<file path="config.mk">
export PLATFORM = sky130hd
export DESIGN_NAME = answer_judge_flat
export DESIGN_NICKNAME = d
export VERILOG_FILES = /design/src/rtl/answer_judge_if.sv /design/src/rtl/answer_judge.sv /design/src/flat_wrapper.sv
export SDC_FILE = /design/constraint.sdc
export NUM_CORES = 1
export LEC_CHECK = 0
export CORE_MARGIN = 1
export CORE_UTILIZATION = 51
export DETAILED_ROUTE_END_ITERATION = 7
export PLACE_DENSITY = 0.75
export SETUP_SLACK_MARGIN = 0.4
export SLEW_MARGIN = 0
export SYNTH_ARGS = -nofsm -noshare
export SYNTH_HDL_FRONTEND = slang
export SYNTH_SLANG_ARGS = --single-unit
</file>
<file path="constraint.sdc">
create_clock -name clock -period 2.4 [get_ports clock]
set_clock_uncertainty 0.1 [all_clocks]
set_input_delay 0.48 -clock clock [delete_from_list [all_inputs] [get_ports clock]]
set_output_delay 0.48 -clock clock [all_outputs]
set_load 0.03 [all_outputs]
</file>
<file path="src/rtl/answer_judge_if.sv">
// Bus between the game controller and the answer judge. It carries the round
// control, the raw buttons and the verdict/score outputs.
interface answer_judge_if #(
  parameter int SCORE_W = 8
);
  logic               round_start;
  logic [3:0]         expected_mask;
  logic [3:0]         keys;
  logic               score_clear;
  logic               busy;
  logic               result_valid;
  logic               correct;
  logic               timed_out;
  logic [1:0]         pressed_key;
  logic [SCORE_W-1:0] score;
  logic               game_over;

  modport master (
    output round_start, expected_mask, keys, score_clear,
    input  busy, result_valid, correct, timed_out, pressed_key, score, game_over
  );

  modport slave (
    input  round_start, expected_mask, keys, score_clear,
    output busy, result_valid, correct, timed_out, pressed_key, score, game_over
  );
endinterface

</file>
<file path="src/rtl/answer_judge.sv">
// Player-response judge: arms a timed round, synchronises and edge-detects the
// four buttons, and judges the first press (or the timeout) against the latched mask.
module answer_judge #(
  parameter int TIMEOUT_CYCLES = 100000000,
  parameter int CNT_W          = 27,
  parameter int SCORE_W        = 8
) (
  input  logic           clock,
  input  logic           resetn,
  answer_judge_if.slave  bus
);

  typedef enum logic [1:0] {
    IDLE         = 2'd0,
    WAIT_RELEASE = 2'd1,
    ARMED        = 2'd2,
    DONE         = 2'd3
  } state_t;

  state_t             state_q, state_d;
  logic [3:0]         sync1_q, sync1_d;
  logic [3:0]         sync2_q, sync2_d;
  logic [3:0]         prev_q, prev_d;
  logic [3:0]         mask_q, mask_d;
  logic [CNT_W-1:0]   timer_q, timer_d;
  logic               result_valid_q, result_valid_d;
  logic               correct_q, correct_d;
  logic               timed_out_q, timed_out_d;
  logic [1:0]         pressed_key_q, pressed_key_d;
  logic [SCORE_W-1:0] score_q, score_d;
  logic               game_over_q, game_over_d;

  logic [3:0] press_evt;
  logic       multi_press;
  logic [1:0] low_idx;
  logic       timeout_hit;
  logic       accept;
  logic       verdict;
  logic       verdict_correct;

  // Two-flop synchroniser followed by a previous-value register for edge detection.
  always_comb begin
    sync1_d   = bus.keys;
    sync2_d   = sync1_q;
    prev_d    = sync2_q;
    press_evt = sync2_q & ~prev_q;
  end

  always_comb begin
    low_idx = 2'd0;
    for (int k = 3; k >= 0; k--) begin
      if (press_evt[k]) begin
        low_idx = 2'(k);
      end
    end
    multi_press = |(press_evt & (press_evt - 4'd1));
    timeout_hit = (timer_q == CNT_W'(TIMEOUT_CYCLES - 1));
    accept      = ((state_q == IDLE) || (state_q == DONE)) &&
                  bus.round_start && !game_over_q;
  end

  // Round sequencing and verdict; a press beats a same-cycle timeout.
  always_comb begin
    state_d         = state_q;
    mask_d          = mask_q;
    timer_d         = timer_q;
    result_valid_d  = 1'b0;
    correct_d       = correct_q;
    timed_out_d     = timed_out_q;
    pressed_key_d   = pressed_key_q;
    verdict         = 1'b0;
    verdict_correct = 1'b0;

    case (state_q)
      IDLE, DONE: begin
        if (accept) begin
          mask_d  = bus.expected_mask;
          timer_d = '0;
          state_d = WAIT_RELEASE;
        end
      end

      WAIT_RELEASE: begin
        if (sync2_q == 4'd0) begin
          state_d = ARMED;
        end
      end

      ARMED: begin
        timer_d = timer_q + CNT_W'(1);
        if (|press_evt) begin
          verdict         = 1'b1;
          verdict_correct = multi_press ? 1'b0 : mask_q[low_idx];
          pressed_key_d   = low_idx;
          timed_out_d     = 1'b0;
        end else if (timeout_hit) begin
          verdict         = 1'b1;
          verdict_correct = (mask_q == 4'd0);
          pressed_key_d   = 2'd0;
          timed_out_d     = 1'b1;
        end
        if (verdict) begin
          correct_d      = verdict_correct;
          result_valid_d = 1'b1;
          state_d        = DONE;
        end
      end

      default: begin
        state_d = IDLE;
      end
    endcase
  end

  // Score saturates at all-ones; a coincident clear overrides the verdict.
  always_comb begin
    score_d     = score_q;
    game_over_d = game_over_q;
    if (verdict) begin
      if (verdict_correct) begin
        if (score_q != '1) begin
          score_d = score_q + SCORE_W'(1);
        end
      end else begin
        game_over_d = 1'b1;
      end
    end
    if (bus.score_clear) begin
      score_d     = '0;
      game_over_d = 1'b0;
    end
  end

  always_ff @(posedge clock or negedge resetn) begin
    if (!resetn) begin
      state_q        <= IDLE;
      sync1_q        <= 4'd0;
      sync2_q        <= 4'd0;
      prev_q         <= 4'd0;
      mask_q         <= 4'd0;
      timer_q        <= '0;
      result_valid_q <= 1'b0;
      correct_q      <= 1'b0;
      timed_out_q    <= 1'b0;
      pressed_key_q  <= 2'd0;
      score_q        <= '0;
      game_over_q    <= 1'b0;
    end else begin
      state_q        <= state_d;
      sync1_q        <= sync1_d;
      sync2_q        <= sync2_d;
      prev_q         <= prev_d;
      mask_q         <= mask_d;
      timer_q        <= timer_d;
      result_valid_q <= result_valid_d;
      correct_q      <= correct_d;
      timed_out_q    <= timed_out_d;
      pressed_key_q  <= pressed_key_d;
      score_q        <= score_d;
      game_over_q    <= game_over_d;
    end
  end

  assign bus.busy         = (state_q == WAIT_RELEASE) || (state_q == ARMED);
  assign bus.result_valid = result_valid_q;
  assign bus.correct      = correct_q;
  assign bus.timed_out    = timed_out_q;
  assign bus.pressed_key  = pressed_key_q;
  assign bus.score        = score_q;
  assign bus.game_over    = game_over_q;

endmodule
</file>
<file path="src/flat_wrapper.sv">
// flat-port wrapper written by rule: the top's interface ports become plain ports
module answer_judge_flat 
#(
  parameter int TIMEOUT_CYCLES = 100000000,
  parameter int CNT_W          = 27,
  parameter int SCORE_W        = 8
)
  (clock, resetn, bus_round_start, bus_expected_mask, bus_keys, bus_score_clear, bus_busy, bus_result_valid, bus_correct, bus_timed_out, bus_pressed_key, bus_score, bus_game_over);
  answer_judge_if #(.SCORE_W(SCORE_W)) bus_i ();
  input  logic clock;
  input  logic resetn;
  input wire logic [$bits(bus_i.round_start)-1:0] bus_round_start;
  input wire logic [$bits(bus_i.expected_mask)-1:0] bus_expected_mask;
  input wire logic [$bits(bus_i.keys)-1:0] bus_keys;
  input wire logic [$bits(bus_i.score_clear)-1:0] bus_score_clear;
  output wire logic [$bits(bus_i.busy)-1:0] bus_busy;
  output wire logic [$bits(bus_i.result_valid)-1:0] bus_result_valid;
  output wire logic [$bits(bus_i.correct)-1:0] bus_correct;
  output wire logic [$bits(bus_i.timed_out)-1:0] bus_timed_out;
  output wire logic [$bits(bus_i.pressed_key)-1:0] bus_pressed_key;
  output wire logic [$bits(bus_i.score)-1:0] bus_score;
  output wire logic [$bits(bus_i.game_over)-1:0] bus_game_over;
  assign bus_i.round_start = bus_round_start;
  assign bus_i.expected_mask = bus_expected_mask;
  assign bus_i.keys = bus_keys;
  assign bus_i.score_clear = bus_score_clear;
  assign bus_busy = bus_i.busy;
  assign bus_result_valid = bus_i.result_valid;
  assign bus_correct = bus_i.correct;
  assign bus_timed_out = bus_i.timed_out;
  assign bus_pressed_key = bus_i.pressed_key;
  assign bus_score = bus_i.score;
  assign bus_game_over = bus_i.game_over;
  answer_judge #(.TIMEOUT_CYCLES(TIMEOUT_CYCLES), .CNT_W(CNT_W), .SCORE_W(SCORE_W)) u_core (.clock(clock), .resetn(resetn), .bus(bus_i));
endmodule
</file>
==> flow_summary.json <==
{
  "holdCritPathClass": "in -> async",
  "cts-root-to-sink-buffers": 2,
  "clock_power_share": 0.310,
  "cts.root.buffer_cell": "sky130_fd_sc_hd__clkbuf_8",
  "synth-edff-count": 0,
  "final.setup.worst_slack_ps": 225,
  "antenna_found_initial": 0,
  "timing_worst_slew_pin_value_ps": 497,
  "timing.final.crit_share": 0.906,
  "synth_warnings": 0,
  "layout.cells.most_common_list": "sky130_fd_sc_hd__dfrtp_1 (57), sky130_fd_sc_hd__nor2_1 (36), sky130_fd_sc_hd__buf_4 (26)",
  "postSynthNetCount": 291,
  "area_delta_synth_final_pct": 34.8,
  "wire_length_of_the_first_global_routing_pass_um": 10800,
  "nNetsFinal": 355,
  "hold_violations": 0,
  "post_synth_and_or_nand_nor_area_fraction": 0.245,
  "worst_ep_arrival_time_ps": 2280,
  "dieWidth_um": 76.7,
  "routed_wire_length_per_instance_um": 16.2,
  "fraction_of_registers_with_async_set_reset": 1.00,
  "io_buffers": 26,
  "p_int_mw": 2.17,
  "pwr-share-seq": 0.359,
  "hpwl_um": 3880,
  "report.final.setup_viol": 0,
  "via_to_cell_ratio": 5.64,
  "combinational_family_with_the_most_area_after_synthesis": "simple AND/OR/NAND/NOR gates",
  "ys_dominant_reg_cell": "sky130_fd_sc_hd__dfrtp_1",
  "finalCriticalPeriod_ps": 2170,
  "synth_xor_xnor_area_share": 0.0739,
  "power.ir.vdd_worst_mv": 0.911,
  "cts_hold_buffers": 0,
  "route.antenna.remaining_nets": 0,
  "tns_ps": 0,
  "syn_inst": 274,
  "postPlaceCellArea_mm2": 0.00326,
  "reg2reg_slack_ps": 230,
  "rsz0062_at_grt": "true",
  "share_comb_of_total_power": 0.331,
  "cts_max_level": 3,
  "switchingPower_mw": 1.14,
  "seq_area_frac_synth": 0.519,
  "power-per-cell-area_mw_per_mm2": 862,
  "post_synth_mux_area_share": 0.0238,
  "initial_core_util": 0.543,
  "start_kind": "flip-flop",
  "timing.slew.headroom": 0.668,
  "mostFrequentLayoutCell": "sky130_fd_sc_hd__dfrtp_1",
  "power.share.switching": 0.344,
  "n_antenna_cell": 0,
  "layout_fillers": 366,
  "clkLatencyLatePin_ps": 340,
  "post-route-drc-count": 0,
  "pre_cts_slack_ps": 88.5,
  "firstDrtPassIters": 4,
  "grtUsageTotal": 0.238,
  "finish.instance_area_mm2": 0.00383,
  "detailroute.via_count": 2331,
  "timing_worst_setup_path_type": "reg -> reg",
  "finalWeightedCongestion": 0.855,
  "boundaryPins": 27,
  "wirelength_um": 6700,
  "synth.avg_cell_area_um2": 10.4,
  "unique_cell_type_count_in_the_yosys_netlist": 50,
  "crit_path_end_kind": "flip-flop",
  "cts_tree": "done",
  "clock_sinks": 59,
  "cts_buffers": 9,
  "max_clock_freq_mhz": 460,
  "first_global_vias": 2250,
  "cts.clk_slew.worst_paths_ps": 70,
  "synth_compound_gate_area_share": 0.0875,
  "synth_adder_area_share": 0.0220,
  "drv_cap": 0,
  "run_status": "complete, no violations",
  "synth_seq_cells": 59,
  "synth.cell_area_mm2": 0.00284,
  "grt_max_degree": 60,
  "final_max_slew_viol_count": 0,
  "globalRouteOverflowTotal": 0,
  "crit_path_max_fanout": 4,
  "fp.coreArea_mm2": 0.00524,
  "row_count": 26,
  "die-area_mm2": 0.00588,
  "worstPathRequired_ps": 2510,
  "ratio_of_cells_with_drive_above_1_in_the_final_layout": 0.306,
  "leakage_nw": 1.76,
  "initialDrtViolationCount": 215,
  "fp.dieH_um": 76.7
}
==> flip-flops by register name (all words and copies together) (netlist names) <==
| signal | flops |
|---|---|
| u_core.bus.correct | 1 |
| u_core.bus.game_over | 1 |
| u_core.bus.pressed_key | 2 |
| u_core.bus.result_valid | 1 |
| u_core.bus.score | 8 |
| u_core.bus.timed_out | 1 |
| u_core.mask_q | 4 |
| u_core.prev_d | 4 |
| u_core.prev_q | 4 |
| u_core.state_q | 2 |
| u_core.sync1_q | 4 |
| u_core.timer_q | 27 |
==> stage by stage <==
step	util	power (mW)	cells	hold WS, ps
6_report	0.732	3.31	413	27.7
2_1_floorplan	-	1.77	274	84.4
4_1_cts	0.697	3.20	403	38.9
5_1_grt	0.732	3.45	413	59.4
3_3_place_gp	0.622	2.04	374	232
3_5_place_dp	0.622	2.06	374	238
==> path summary, 6_finish.rpt <==
check                                                    from                             end  cells after the start
min in group clock                u_core.sync1_q[1]$_DFF_PN0_      u_core.prev_d[1]$_DFF_PN0_                      0
worst min register to register    u_core.sync1_q[1]$_DFF_PN0_      u_core.prev_d[1]$_DFF_PN0_                      0
max in group asynchronous                              resetn  u_core.timer_q[11]$_DFFE_PN0P_                      2
worst min-delay path                                   resetn  u_core.timer_q[20]$_DFFE_PN0P_                      2
worst max register to register  u_core.timer_q[0]$_DFFE_PN0P_   u_core.state_q[0]$_DFFE_PN0P_                     10
worst max-delay path            u_core.timer_q[0]$_DFFE_PN0P_   u_core.state_q[0]$_DFFE_PN0P_                     10
==> power by group through the flow <==
stage	clock network [mW]	logic (mW)	registers, mW
after floorplan	0	0.512	1.26
after global placement	0	0.831	1.21
after detailed placement	0	0.851	1.21
after CTS	1.04	0.979	1.18
after global routing	1.09	1.16	1.20
final	1.03	1.09	1.19
==> layer usage <==
metal	vias up	GRT usage	wire length, um
li1	1097	-	-
met5	-	0	0
met2	59	0.373	3330
met1	1158	0.315	2990
met3	17	0.0655	218
met4	0	0.0923	166
==> synthesized netlist by cell type, types with 3 or more instances <==
master                     number  share of area
sky130_fd_sc_hd__nor2b_1        5          0.011
sky130_fd_sc_hd__ha_1           5          0.022
sky130_fd_sc_hd__xnor2_1        6          0.018
sky130_fd_sc_hd__nor2_1        37          0.049
sky130_fd_sc_hd__nor4_1         4         0.0088
sky130_fd_sc_hd__inv_1          9          0.012
sky130_fd_sc_hd__o31ai_1        4          0.011
sky130_fd_sc_hd__nand4_1       12          0.026
sky130_fd_sc_hd__a21oi_1       15          0.026
sky130_fd_sc_hd__mux2_2         6          0.024
sky130_fd_sc_hd__nor3_1         4         0.0070
sky130_fd_sc_hd__and3_2         3         0.0079
sky130_fd_sc_hd__o21ai_0        6          0.011
sky130_fd_sc_hd__nand2b_1       4         0.0088
sky130_fd_sc_hd__nand3_1       15          0.026
sky130_fd_sc_hd__a31oi_1        3         0.0066
sky130_fd_sc_hd__or3_2          3         0.0079
sky130_fd_sc_hd__dfrtp_1       59           0.52
sky130_fd_sc_hd__and3_1         3         0.0066
sky130_fd_sc_hd__xor2_1        18          0.055
sky130_fd_sc_hd__nand2_1       17          0.022
sky130_fd_sc_hd__or4_1          3         0.0079
==> final cells by class <==
| type | instances | area (um^2) | area share |
|---|---|---|---|
| Clock buffer | 9 | 124 | 0.0323 |
| Clock inverter | 7 | 101 | 0.0264 |
| Inverter | 9 | 36.3 | 0.00946 |
| Multi-Input combinational cell | 201 | 1490 | 0.388 |
| Sequential cell | 59 | 1480 | 0.386 |
| Tap cell | 70 | 87.6 | 0.0228 |
| Timing Repair Buffer | 58 | 519 | 0.135 |
==> worst max-delay path, cell delays in order (launching register included) <==
cell	delay, ps
sky130_fd_sc_hd__dfrtp_1	400
sky130_fd_sc_hd__ha_2	190
sky130_fd_sc_hd__and3_4	180
sky130_fd_sc_hd__nand4_1	110
sky130_fd_sc_hd__nor4_4	50
sky130_fd_sc_hd__buf_6	130
sky130_fd_sc_hd__buf_4	130
sky130_fd_sc_hd__buf_6	110
sky130_fd_sc_hd__or3_4	410
sky130_fd_sc_hd__a21oi_2	160
sky130_fd_sc_hd__a31oi_1	70
==> kinds of logic after synthesis <==
| group | Yosys count |
|---|---|
| muxes | 6 |
| DFF | 59 |
| AOI/OAI and AO/OA | 39 |
| buffers and inverters | 15 |
| xor gates and xnor gates | 24 |
| adders and majority gates | 5 |
| and+or+nand+nor | 126 |
==> repair_timing <==
item                                    4_1_cts  5_1_grt
cloned                                        1        0
endpoints found under the setup margin       26       27
hold endpoints to repair                      0        0
resized for setup                            25       30
buffers inserted                             12       10
pin swaps                                    10       13
No activity file was read; power rests on OpenSTA's default activity.
